### src/rtl/vcve2_vrf_seq.sv
`default_nettype none
// ============================================================================
// Module   : vcve2_vrf_seq
// Purpose  : Per-word vector sequencer: AGU control, VRF reads/writes, lane handoff.
// Revision : 1.0
// ============================================================================
module vcve2_vrf_seq #(
    parameter int unsigned AddrWidth = 32,
    parameter int unsigned DataWidth = 32,
    parameter int unsigned VlenWords = 4,
    parameter int unsigned VlWidth   = $clog2(VlenWords) + 1
) (
    input  logic                   clk_i,
    input  logic                   rst_ni,
    input  logic                   start_i,
    output logic                   ready_o,
    input  logic [4:0]             rs1_i,
    input  logic [4:0]             rs2_i,
    input  logic [4:0]             rd_i,
    input  logic                   use_rs2_i,
    input  logic [VlWidth-1:0]     vl_i,
    output logic                   busy_o,
    output logic                   done_o,
    output logic [4:0]             agu_rs1_o,
    output logic [4:0]             agu_rs2_o,
    output logic [4:0]             agu_rd_o,
    output logic                   agu_load_o,
    output logic                   agu_get_rs1_o,
    output logic                   agu_get_rs2_o,
    output logic                   agu_get_rd_o,
    output logic                   agu_incr_o,
    input  logic [AddrWidth-1:0]   agu_addr_i,
    output logic                   mem_req_o,
    input  logic                   mem_gnt_i,
    output logic [AddrWidth-1:0]   mem_addr_o,
    output logic                   mem_we_o,
    output logic [DataWidth/8-1:0] mem_be_o,
    output logic [DataWidth-1:0]   mem_wdata_o,
    input  logic                   mem_rvalid_i,
    input  logic [DataWidth-1:0]   mem_rdata_i,
    output logic                   op_valid_o,
    output logic [DataWidth-1:0]   op_a_o,
    output logic [DataWidth-1:0]   op_b_o,
    input  logic                   res_valid_i,
    input  logic [DataWidth-1:0]   res_i
);

    localparam logic [3:0] c_st_idle     = 4'd0;
    localparam logic [3:0] c_st_load     = 4'd1;
    localparam logic [3:0] c_st_rs1_req  = 4'd2;
    localparam logic [3:0] c_st_rs1_wait = 4'd3;
    localparam logic [3:0] c_st_rs2_req  = 4'd4;
    localparam logic [3:0] c_st_rs2_wait = 4'd5;
    localparam logic [3:0] c_st_exec     = 4'd6;
    localparam logic [3:0] c_st_wr_req   = 4'd7;
    localparam logic [3:0] c_st_wr_wait  = 4'd8;
    localparam logic [3:0] c_st_done     = 4'd9;

    localparam logic [VlWidth-1:0] c_vl_max = VlWidth'(VlenWords);

    logic [3:0]           state_q,   state_d;
    logic [4:0]           rs1_q,     rs1_d;
    logic [4:0]           rs2_q,     rs2_d;
    logic [4:0]           rd_q,      rd_d;
    logic                 use_rs2_q, use_rs2_d;
    logic [VlWidth-1:0]   vl_q,      vl_d;
    logic [VlWidth-1:0]   cnt_q,     cnt_d;
    logic [DataWidth-1:0] op_a_q,    op_a_d;
    logic [DataWidth-1:0] op_b_q,    op_b_d;
    logic [DataWidth-1:0] wdata_q,   wdata_d;

    logic w_last_word;
    assign w_last_word = (cnt_q == (vl_q - VlWidth'(1)));

    always_ff @(posedge clk_i or negedge rst_ni) begin
        if (!rst_ni) begin
            state_q <= c_st_idle;
        end else begin
            state_q <= state_d;
        end
    end

    always_ff @(posedge clk_i or negedge rst_ni) begin
        if (!rst_ni) begin
            rs1_q     <= '0;
            rs2_q     <= '0;
            rd_q      <= '0;
            use_rs2_q <= 1'b0;
            vl_q      <= '0;
            cnt_q     <= '0;
            op_a_q    <= '0;
            op_b_q    <= '0;
            wdata_q   <= '0;
        end else begin
            rs1_q     <= rs1_d;
            rs2_q     <= rs2_d;
            rd_q      <= rd_d;
            use_rs2_q <= use_rs2_d;
            vl_q      <= vl_d;
            cnt_q     <= cnt_d;
            op_a_q    <= op_a_d;
            op_b_q    <= op_b_d;
            wdata_q   <= wdata_d;
        end
    end

    // Next-state logic
    always_comb begin
        state_d = state_q;
        case (state_q)
            c_st_idle:     if (start_i) state_d = (vl_i == '0) ? c_st_done : c_st_load;
            c_st_load:     state_d = c_st_rs1_req;
            c_st_rs1_req:  if (mem_gnt_i) state_d = c_st_rs1_wait;
            c_st_rs1_wait: if (mem_rvalid_i) state_d = use_rs2_q ? c_st_rs2_req : c_st_exec;
            c_st_rs2_req:  if (mem_gnt_i) state_d = c_st_rs2_wait;
            c_st_rs2_wait: if (mem_rvalid_i) state_d = c_st_exec;
            c_st_exec:     if (res_valid_i) state_d = c_st_wr_req;
            c_st_wr_req:   if (mem_gnt_i) state_d = c_st_wr_wait;
            c_st_wr_wait:  if (mem_rvalid_i) state_d = w_last_word ? c_st_done : c_st_rs1_req;
            c_st_done:     state_d = c_st_idle;
            default:       state_d = c_st_idle;
        endcase
    end

    // Datapath register updates
    always_comb begin
        rs1_d     = rs1_q;
        rs2_d     = rs2_q;
        rd_d      = rd_q;
        use_rs2_d = use_rs2_q;
        vl_d      = vl_q;
        cnt_d     = cnt_q;
        op_a_d    = op_a_q;
        op_b_d    = op_b_q;
        wdata_d   = wdata_q;
        case (state_q)
            c_st_idle: begin
                if (start_i) begin
                    rs1_d     = rs1_i;
                    rs2_d     = rs2_i;
                    rd_d      = rd_i;
                    use_rs2_d = use_rs2_i;
                    // Out-of-range lengths saturate at the register size
                    vl_d      = (vl_i > c_vl_max) ? c_vl_max : vl_i;
                    cnt_d     = '0;
                end
            end
            c_st_rs1_wait: begin
                if (mem_rvalid_i) begin
                    op_a_d = mem_rdata_i;
                    if (!use_rs2_q) begin
                        op_b_d = '0;
                    end
                end
            end
            c_st_rs2_wait: begin
                if (mem_rvalid_i) begin
                    op_b_d = mem_rdata_i;
                end
            end
            c_st_exec: begin
                if (res_valid_i) begin
                    wdata_d = res_i;
                end
            end
            c_st_wr_wait: begin
                if (mem_rvalid_i && !w_last_word) begin
                    cnt_d = cnt_q + VlWidth'(1);
                end
            end
            default: ;
        endcase
    end

    // Outputs
    always_comb begin
        ready_o       = 1'b0;
        busy_o        = 1'b1;
        done_o        = 1'b0;
        agu_load_o    = 1'b0;
        agu_get_rs1_o = 1'b0;
        agu_get_rs2_o = 1'b0;
        agu_get_rd_o  = 1'b0;
        agu_incr_o    = 1'b0;
        mem_req_o     = 1'b0;
        mem_we_o      = 1'b0;
        mem_wdata_o   = '0;
        op_valid_o    = 1'b0;
        case (state_q)
            c_st_idle: begin
                ready_o = 1'b1;
                busy_o  = 1'b0;
            end
            c_st_load:    agu_load_o = 1'b1;
            c_st_rs1_req: begin
                mem_req_o     = 1'b1;
                agu_get_rs1_o = 1'b1;
                agu_incr_o    = mem_gnt_i;
            end
            c_st_rs2_req: begin
                mem_req_o     = 1'b1;
                agu_get_rs2_o = 1'b1;
                agu_incr_o    = mem_gnt_i;
            end
            c_st_exec:    op_valid_o = 1'b1;
            c_st_wr_req: begin
                mem_req_o    = 1'b1;
                mem_we_o     = 1'b1;
                mem_wdata_o  = wdata_q;
                agu_get_rd_o = 1'b1;
                agu_incr_o   = mem_gnt_i;
            end
            c_st_done:    done_o = 1'b1;
            default: ;
        endcase
    end

    assign mem_addr_o = mem_req_o ? agu_addr_i : '0;
    assign mem_be_o   = mem_req_o ? {(DataWidth/8){1'b1}} : '0;
    assign agu_rs1_o  = rs1_q;
    assign agu_rs2_o  = rs2_q;
    assign agu_rd_o   = rd_q;
    assign op_a_o     = op_a_q;
    assign op_b_o     = op_b_q;

endmodule
`default_nettype wire
### config.mk
export PLATFORM = sky130hd
export DESIGN_NAME = vcve2_vrf_seq
export DESIGN_NICKNAME = d
export VERILOG_FILES = /design/src/rtl/vcve2_vrf_seq.sv
export SDC_FILE = /design/constraint.sdc
export NUM_CORES = 1
export LEC_CHECK = 0
export ABC_AREA = 1
export CAP_MARGIN = 10
export CORE_MARGIN = 8
export CORE_UTILIZATION = 28
export DETAILED_ROUTE_END_ITERATION = 12
export GPL_ROUTABILITY_DRIVEN = 0
export MAX_ROUTING_LAYER = met4
export PLACE_DENSITY_LB_ADDON = 0.2
export SYNTH_ARGS = -nofsm -noshare
export SYNTH_HDL_FRONTEND = slang
export SYNTH_SLANG_ARGS = --single-unit
### constraint.sdc
create_clock -name clk_i -period 3.7 [get_ports clk_i]
set_clock_uncertainty 0.2 [all_clocks]
set_input_delay 0.555 -clock clk_i [delete_from_list [all_inputs] [get_ports clk_i]]
set_output_delay 0.555 -clock clk_i [all_outputs]
set_load 0.02 [all_outputs]
# Yosys cells after proc, flatten, opt, wreduce, memory -nomap -nowiden
# Index checks and enable logic that the tools add are counted.
# totals
regBits	122
in_bits	121
out_inout_bits	158
word_cells	79
# op_classes
addsub	2
n_lt_le_gt_ge	1
eq_ne	20
mux	33
n_reduce_logical	13
# op_table
op	n
32-bit two-way mux	5
32-bit one-hot mux with 2 select lines	1
4-bit two-way mux	11
4-bit one-hot mux with 9 select lines	1
2-bit != test, second input constant	10
4-bit by 3-bit == test with 1-bit output, second input constant	4
1-bit two-way mux	10
3-bit two-way mux	3
4-bit by 2-bit == test with 1-bit output, second input constant	2
4-bit == test, second input constant	2
8-bit AND reduction	1
3-bit one-hot mux with 2 select lines	1
2-bit AND reduction	3
4-bit by 1-bit == test with 1-bit output, second input constant	1
4-bit zero test	1
4-bit AND reduction	1
2-bit nonzero test	2
3-bit by 1-bit adder with 3-bit output, second input constant	1
3-bit == test	1
3-bit greater-than comparator, second input constant	1
3-bit zero test	1
3-bit AND reduction	1
3-bit OR reduction	1
3-bit by 1-bit subtractor with 3-bit output, second input constant	1
3 further kinds	3

# Depth between registers and ports, before layout
# depth
ltp_word	6
mapped_depth	12
depth_no_buf	12

# Worst setup path before layout
# Ideal clock, no wire load.
# synth_path
kind	reg2out
start	register state_q[2]
end	output mem_addr_o[22]
t_arrival_ns	1.420
required_ns	2.945
path_slack_ns	1.525
path_stages_with_launch	8
n_path_buf	1
cell_sequence	dfrtp_1 -> inv_1 -> nor2_1 -> nand2_1 -> nand3_2 -> buf_2 -> nand2_1 -> inv_1
# synth_between
elab_chain_cells	4
elab_cells_between_ends	6
cone_classes	eq/ne: 3; mux: 2; reduce/logical: 1
# synth_rtl
element	line	rtl
start, declared	61	logic [3:0] state_q, state_d;
start signal, assigned	77	state_q <= c_st_idle;
start signal, assigned	79	state_q <= state_d;
4-bit by 3-bit == test with 1-bit output or 4-bit by 2-bit == test with 1-bit output (tied branches)	189	case (state_q)
3-bit OR reduction (no line) (*)	n/a	
1-bit two-way mux (*)	189	
via mem_req_o	33	output logic mem_req_o,
32-bit two-way mux (*)	218	assign mem_addr_o = mem_req_o ? agu_addr_i : '0;
end, declared	35	output logic [AddrWidth-1:0] mem_addr_o,
# Mark *: on every way through the listed nets, which the timed path passes. The rest lies on a longest branch.

# Worst setup path in the final report
# layout_path
start	register state_q[2]
end	output mem_addr_o[20]
# layout_between
elab_chain_cells	4
elab_cells_between_ends	6
cone_classes	eq/ne: 3; mux: 2; reduce/logical: 1
# layout_rtl
element	line
4-bit by 3-bit == test with 1-bit output or 4-bit by 2-bit == test with 1-bit output (tied branches)	189
3-bit OR reduction (no line) (*)	n/a
1-bit two-way mux (*)	189
32-bit two-way mux (*)	218
# Mark *: on every way between the ends. The rest lies on a longest branch, timed or not.

==> run metrics <==
outcome=finished, violations left; failing checks=negative hold slack; Placed Area=8490 um2; Die Width=156 um; clock tree root buffer cell=clkbuf_16; crit-path leading delay family=simple AND/OR/NAND/NOR gates; Buf+Inv Stages, Crit Path=3; PD cells=875 nW/um2; largest net degree at the start of global routing=70; Total GRT Usage=15.2%; port buffer count=278; Reg2Reg Setup Slack=~1400 ps; worst r2r dst=op_a_o[18]; Starting DRT DRC Count=237; Ys Warns=0; Critical-path top delay cell=nand3_2; via count=a little over 5000; Critical Path Fanout Max=39; Pre-Repair DR Iteration Count=5; critical path required time=between 2000 and 3000 ps; endpoints failing setup=0; share of cells above drive strength 1=roughly 5.3%; cell depth of the worst flop-to-flop path=5; met1 WL=7940 um; Synth Area in XOR/XNOR=0.318%; CTS sink count=122; hold_buf cts=0; TritonCTS clock tree=done; Critical Path Max Stage Delay=~600 ps; Worst Setup Path Type=flip-flop to primary output; peak supply drop=0.320 mV; die area=approximately 24000 um2; Tot Pwr=between 7 and 8 mW; highest routing layer actually used=met4; commonest non-fill, non-tap cell in the layout=clkdlybuf4s50_1; # DRC=0; Routed WL=18400 um; largest family of logic cells by synthesized area=simple AND/OR/NAND/NOR gates; worst reg2reg path startpoint=state_q[2]; sequential fraction of the synthesis area=a little under three fifths; max-slew violations=0; final instance area=9050 um2; adder-cell share of the synthesized area=0.454%; Post-Synthesis Cell Area=5510 um2; Ports=279; Fin. Hold Viols=3; Crit. End Element=primary output; Die Span Y=between 150 and 200 um; Slew Limit Headroom=26.9%; metal3 WL=roughly 1300 um; Simple-Gate Fraction of Synth Area=19.5%; final period utilization=91.4%; metal2 WL=9110 um; global-route wire length before repair=27800 um; vias in the first global route=roughly 5000; hold_ws=-7.99 ps; Clock Path Buffers=2; Synth Area in Compound Gates=10.3%; clk slew on worst S/H paths=roughly 60 ps; Worst-Margin Slew=1090 ps; initial antenna violation count=0; number of synthesized register bits=122; minimum clock period=3380 ps; clock latency on the worst-skew pair=400 ps; Initial Util=28.4%; setup_tns=0 ps; Final ANT Viol Nets=0; Mean Syn Cell Area=8.04 um2; startpoint types=flip-flop; Cells after Synth=686; most frequent cells in the layout=clkdlybuf4s50_1 (277), nand2_1 (161), inv_1 (152); PostCTS Resize Cnt=0; synth-to-layout area growth=64.2%; Setup Buffers After CTS=0; total grt overflow=0; CP cell instances=inv_1 -> nor2_1 -> nand2_1 -> nand3_2 -> nand2_1 -> inv_1 -> clkdlybuf4s50_1; crit path DAT=2630 ps; Cell variety after synth=23; drt wl/cell=15.0 um; row count=51; CTS buffer count=17; Final HPWL DP=13900 um; Hold WC Path Type=primary input to async pin; antenna cell count=0; Max Cap Viol=0; RSZ-0062 raised after global routing=no; Final Net Count=1077; Core Area=19400 um2; vias per cell=4.16; f_max=0.296 GHz; Max H-tree Level=4; Static Leak=4.53 nW; Synth Net Count=809; multiplexer area fraction after synthesis=0%
==> synthesized netlist by cell type, drive strengths merged <==
master / number / area, um2
nand2: 165 / 624
inv: 156 / 586
dfrtp: 122 / 3050
nor2: 81 / 319
o21ai: 35 / 186
o22ai: 34 / 213
a21oi: 32 / 160
buf: 24 / 154
nand3: 14 / 75.1
clkbuf: 10 / 37.5
nand4: 6 / 37.5
ha: 2 / 25.0
xnor2: 2 / 17.5
nor3: 1 / 10.0
o21a: 1 / 7.51
or2: 1 / 8.76
==> kinds of logic after synthesis <==
logic type / Yosys count
simple gates: 268
buf+inv: 190
fa+ha+maj: 2
xor+xnor: 2
compound gates: 102
flops: 122
==> flip-flops by register name, summed over array words and instances (netlist names), 3 cells and up <==
| register | count |
|---|---|
| agu_rs2_o | 5 |
| state_q | 4 |
| agu_rs1_o | 5 |
| vl_q | 3 |
| wdata_q | 32 |
| agu_rd_o | 5 |
| cnt_q | 3 |
| op_b_o | 32 |
| op_a_o | 32 |
==> how the worst max path moves through the flow <==
| stage | from | cells past startpoint | to |
|---|---|---|---|
| 2_1_floorplan | state_q[2] | 7 | mem_addr_o[22] |
| 3_3_place_gp | state_q[2] | 7 | mem_addr_o[13] |
| 3_5_place_dp | state_q[0] | 6 | mem_addr_o[20] |
| 4_1_cts | state_q[2] | 7 | mem_addr_o[20] |
| 5_1_grt | state_q[2] | 7 | mem_addr_o[18] |
| 6_report | state_q[2] | 7 | mem_addr_o[20] |
==> stage by stage <==
step                      utilization [%]  std cells  worst slack (ps)  hold slack [ps]
after CTS                            46.7       1231               270             26.8
after global placement               43.8       1200               742              253
after detailed placement             43.8       1200               720              258
after floorplan                         -        686              1530             59.4
after global routing                 46.7       1231              62.1             46.1
final                                46.7       1231               318            -7.99
==> power breakdown <==
part | leakage (nW) | internal, mW | switching, mW
Clock | 0.277 | 0.964 | 0.628
Combinational | 2.76 | 1.78 | 2.31
Sequential | 1.50 | 1.95 | 0.290
Total | 4.53 | 4.70 | 3.22
==> metal layers <==
metal / track usage (%) / vias up
met4: 3.02 / 0
met1: 17.8 / 2350
li1: - / 2596
met3: 4.63 / 5
met2: 25.4 / 172
met5: - / -
==> area by class of cell <==
| class | instances | area [um2] |
|---|---|---|
| inverter | 156 | 586 |
| fill | 1994 | 10300 |
| tap | 265 | 332 |
| sequential | 122 | 3050 |
| multi-input combinational | 374 | 1690 |
| timing repair buffer | 283 | 2830 |
| clock buffer | 19 | 453 |
| clock inverter | 12 | 113 |
==> worst register-to-register path, stage by stage, from the launching register on <==
cell	delay, ps
dfrtp_1	410
inv_1	140
nand2_1	140
nor2_1	180
nand2_2	600
o21ai_0	520
Power figures use the tool's default switching activity.
